$ cat src/rtl/audio_playout_scheduler.sv
// audio_playout_scheduler: paces stereo FIFO playout to a fixed DAC rate with prefill gating,
// lockstep pops, gain/mute saturation and underrun recovery.
module audio_playout_scheduler #(
  parameter int CLK_HZ         = 30000000,
  parameter int SAMPLE_HZ      = 44100,
  parameter int UNDERRUN_LIMIT = 4
) (
  input  logic        clk,
  input  logic        reset,
  input  logic [15:0] l_sample,
  input  logic [15:0] r_sample,
  input  logic        l_write,
  input  logic        r_write,
  output logic        l_strobe,
  output logic        r_strobe,
  input  logic        l_nearly_full,
  input  logic        r_nearly_full,
  input  logic [7:0]  gain_l,
  input  logic [7:0]  gain_r,
  input  logic        mute,
  output logic [15:0] dac_left,
  output logic [15:0] dac_right,
  output logic        dac_valid,
  output logic        playing,
  output logic [15:0] underrun_count
);
  typedef enum logic [2:0] {PREFILL, WAIT_TICK, FETCH, APPLY, OUTPUT} state_t;
  state_t      r_state, w_next;
  logic [31:0] r_acc, w_sum;
  logic        r_tick, r_from_prefill, w_pop, w_both;
  logic [15:0] r_l_hold, r_r_hold, r_starve;

  function automatic logic [15:0] scale(input logic [15:0] s, input logic [7:0] g, input logic m);
    logic signed [24:0] p;
    p = $signed(s) * $signed({1'b0, g});
    p = p >>> 7;
    return m ? 16'h0000 : p > 25'sd32767 ? 16'h7fff : p < -25'sd32768 ? 16'h8000 : p[15:0];
  endfunction

  assign w_sum  = r_acc + 32'(SAMPLE_HZ);
  assign w_both = l_write && r_write;

  always_ff @(posedge clk)
    if (reset) begin
      r_acc  <= '0;
      r_tick <= 1'b0;
    end else begin
      r_tick <= w_sum >= 32'(CLK_HZ);
      r_acc  <= w_sum >= 32'(CLK_HZ) ? w_sum - 32'(CLK_HZ) : w_sum;
    end

  always_ff @(posedge clk)
    r_state <= reset ? PREFILL : w_next;

  // Prefill readiness beats a coincident tick; ticks in other states are dropped.
  always_comb begin
    w_next = r_state;
    case (r_state)
      PREFILL:   w_next = (l_nearly_full && r_nearly_full) ? WAIT_TICK : r_tick ? OUTPUT : PREFILL;
      WAIT_TICK: w_next = r_tick ? FETCH : WAIT_TICK;
      FETCH:     w_next = APPLY;
      APPLY:     w_next = OUTPUT;
      OUTPUT:    w_next = (r_starve >= 16'(UNDERRUN_LIMIT) || r_from_prefill) ? PREFILL : WAIT_TICK;
      default:   w_next = PREFILL;
    endcase
  end

  always_comb begin
    w_pop     = r_state == FETCH && w_both && !reset;
    l_strobe  = w_pop;
    r_strobe  = w_pop;
    dac_valid = r_state == OUTPUT;
    playing   = r_state != PREFILL;
  end

  always_ff @(posedge clk)
    if (reset) begin
      r_l_hold       <= '0;
      r_r_hold       <= '0;
      r_starve       <= '0;
      r_from_prefill <= 1'b0;
      underrun_count <= '0;
      dac_left       <= '0;
      dac_right      <= '0;
    end else begin
      if (r_state == PREFILL) r_from_prefill <= 1'b1;
      else if (r_state == WAIT_TICK) r_from_prefill <= 1'b0;
      if (r_state == PREFILL && w_next == OUTPUT) begin
        dac_left  <= '0;
        dac_right <= '0;
      end
      // A one-sided starve pops nothing, keeping both channels on the same sample index.
      if (r_state == FETCH && w_both) begin
        r_l_hold <= l_sample;
        r_r_hold <= r_sample;
        r_starve <= '0;
      end else if (r_state == FETCH) begin
        underrun_count <= underrun_count == 16'hffff ? underrun_count : underrun_count + 16'd1;
        r_starve       <= r_starve == 16'hffff ? r_starve : r_starve + 16'd1;
      end
      if (r_state == APPLY) begin
        dac_left  <= scale(r_l_hold, gain_l, mute);
        dac_right <= scale(r_r_hold, gain_r, mute);
      end
      if (r_state == OUTPUT && r_starve >= 16'(UNDERRUN_LIMIT)) begin
        r_starve <= '0;
        r_l_hold <= '0;
        r_r_hold <= '0;
      end
    end
endmodule

$ cat config.mk
export PLATFORM = sky130hd
export DESIGN_NAME = audio_playout_scheduler
export DESIGN_NICKNAME = d
export VERILOG_FILES = /design/src/rtl/audio_playout_scheduler.sv
export SDC_FILE = /design/constraint.sdc
export NUM_CORES = 1
export LEC_CHECK = 0
export ABC_AREA = 1
export CAP_MARGIN = 20
export CORE_AREA = 4 4 203 166
export DETAILED_ROUTE_END_ITERATION = 7
export DIE_AREA = 0 0 207 170
export PLACE_DENSITY_LB_ADDON = 0.3
export SYNTH_ARGS = -nofsm -noshare
export SYNTH_HDL_FRONTEND = slang
export SYNTH_SLANG_ARGS = --single-unit
$ cat constraint.sdc
create_clock -name clk -period 8.14 [get_ports clk]
set_input_delay 1.628 -clock clk [delete_from_list [all_inputs] [get_ports clk]]
set_output_delay 1.628 -clock clk [all_outputs]
set_load 0.01 [all_outputs]
==> qor.yml <==
status:
  status: "finished, final reports clean"
route:
  drcViolationCount: 0
  drtIter0Drc: 1136
  postRouteAntennaNets: 0
  firstDrtPassIters: 6
  via_per_inst: 5.14
  wl_per_cell_microns: 14.3
  drt-total-wl_mm: 44.2
  via_count: 15800
cts:
  clk_latency_ns: 0.44
  hold_buffers: 0
  htree_levels: 4
  cts-resized-gates: 0
  clockBufferDepth: 2
  cts-root-buf: "clkbuf_16"
  cts_tree: "yes"
  path_clk_slew_ns: 0.06
  postCtsSetupRepairBufs: 0
  cts-buffers-inserted: 17
  cts_sinks: 131
critical_path:
  worst_path_max_delay_cell: "o21bai_1"
  cp.arrival_ns: 7.66
  crit_chain: "clkdlybuf4s50_1 -> nand2_1 -> inv_1 -> fa_1 -> inv_1 -> fa_1 -> inv_1 -> fa_1 -> inv_1 -> fa_1 -> inv_1 -> ha_1 -> a21oi_1 -> o21ai_0 -> a31oi_1 -> nand3_1 -> nand2_1 -> nand2_1 -> o21bai_1 -> nand2_1 -> nand2_1 -> a21oi_1"
  worst-setup-path-type: "in2reg"
  required_ns: 8.43
  path_max_fanout: 16
  cp-end-kind: "register"
  worst_setup_path_start_kind: "input pin"
  max_stage_delay_ns: 0.80
sta:
  slew_headroom: 0.310
  hold_violations: 0
  skew_ns: 0.0149
  worst_pin_slew_ns: 1.03
  drv_slew: 0
  setup_tns_ns: 0
  rsz0062_at_grt: "false"
  period_share: 0.906
  setup_viol: 0
  min_period_ns: 7.37
  fmax_mhz: 136
synthesis:
  synth_top_family_by_area: "adder cells"
  ys_seq_area_frac: 0.153
  synthDistinctLibCells: 46
  synth-edff-count: 0
  syn_nets: 2950
  syn_area_per_cell_sq_um: 6.62
  synth_mux_area_frac: 0
  ys_async_sr_fraction: 0
  synth_compound_area_frac: 0.0779
  synth-seq-cells: 131
  synth_cells: 2596
  synthXorXnorAreaFrac: 0.0209
  ys_warn_count: 0
  ys.flop_type: "dfxtp_1"
  synthAdderAreaFrac: 0.306
  syn-cell-area_sq_um: 17200
  yosys.area_share.simple: 0.287
floorplanning:
  initial_utilization: 0.539
  pin_count: 107
  core_area_sq_um: 31900
  die_x_microns: 207
  row_count: 59
  die_y_microns: 170
  die-area_sq_um: 35200
finish:
  layout.cells.non_filler: 3078
  layout.nets: 2992
  antenna_cells: 0
  final_common_cell: "nand2_1"
  drive_gt1_frac: 0.0513
  area_delta_synth_final_pct: 11.0
  layout_common_cells: "nand2_1 (791), inv_1 (583), fa_1 (202), nor2_1 (165), a21oi_1 (136)"
place:
  io_buffers: 106
  routabilityCongestion: 0.937
  dp_hpwl_mm: 35.8
  dp_cells: 3045
worst_hold_path:
  hp-class: "reg2reg"
grt:
  antenna_found_initial: 0
  grt_pass1_wl_mm: 75.0
  grt_pass1_vias: 15800
  grt-ovfl-total: 0
  grt_usage: 0.254
  grt_max_degree: 54
power_and_ir_drop:
  p_leak_uw: 0.0107
  irDropWorstVdd_v: 0.000138
  powerDensity_nw_per_um2: 140
job:
  timing.max_cap.violations: 0
==> state kept, by name, summed over array words and instances, names as in the netlist <==
name and count:
dac_left 16, dac_right 16, r_acc 30, r_from_prefill 1, r_l_hold 16, r_r_hold 16
r_starve 16, r_state 3, r_tick 1, underrun_count 16
==> final timing paths <==
kind                startpoint                end  slack, ns  depth (start not counted)
min          underrun_count[8]  underrun_count[8]       0.46                          2
max                  gain_r[1]       dac_right[8]       0.77                         22
min reg2reg  underrun_count[8]  underrun_count[8]       0.46                          2
max reg2reg       r_r_hold[15]       dac_right[8]       2.40                         21
==> logic make-up after synthesis <==
family,Yosys count
AOI/OAI and AO/OA,238
xor gates and xnor gates,41
adders and majority gates,299
buffers and inverters,699
DFF,131
and+or+nand+nor,1188
==> area by class of cell <==
cell class	count	area [sq um]
clock buffer	18	439
clock inverter	14	143
fill	3048	12800
inverter	603	2260
multi-input combinational	1766	11900
sequential	131	2620
tap	427	534
timing repair buffer	119	1170
==> cells in the mapped netlist (all sizes together) (3+ instances only) <==
cell / count / area (sq um)
a31oi: 9 / 56.3
nand3b: 7 / 52.6
inv: 602 / 2260
xnor2: 13 / 114
ha: 97 / 1210
nor4: 6 / 37.5
a211oi: 3 / 22.5
o21a: 4 / 30.0
a21oi: 152 / 821
xor2: 28 / 245
o21ai: 48 / 240
buf: 17 / 110
nor2: 184 / 761
nand4: 24 / 150
dfxtp: 131 / 2620
o21bai: 8 / 63.8
clkbuf: 79 / 298
nand2: 819 / 3150
a21o: 9 / 67.6
nor3: 28 / 145
fa: 202 / 4040
nand3: 112 / 581
nor3b: 3 / 22.5
==> report_power, final <==
part	internal [uW]	leakage (uW)	switching, uW
clock	439	0.000282	349
combinational	350	0.00936	721
sequential	704	0.00106	103
total	1490	0.0107	1170
==> routing by layer <==
metal / track usage / wire [microns]
met5: 0 / 0
met4: 0.0647 / 838
met3: 0.0405 / 2730
met2: 0.421 / 20100
met1: 0.353 / 20500
==> critical path: cells and delay by family <==
family	cells	cell delay, ns
simple gates	6	0.68
buf+inv	6	1.23
fa+ha+maj	5	2.67
compound gates	5	1.43
==> stage by stage <==
| step | utilization | total power (uW) | area (sq um) | hold WS, ns | setup WS [ns] |
|---|---|---|---|---|---|
| after floorplan | - | 1610 | 17200 | 0.430 | 1.83 |
| after global placement | 0.579 | 1830 | 18500 | 0.441 | 0.509 |
| after detailed placement | 0.579 | 1850 | 18500 | 0.456 | 0.437 |
| after CTS | 0.597 | 2650 | 19000 | 0.467 | 0.856 |
| after global routing | 0.598 | 2850 | 19100 | 0.486 | 0.284 |
| final | 0.598 | 2670 | 19100 | 0.463 | 0.769 |
(Power assumes the default switching activity.)
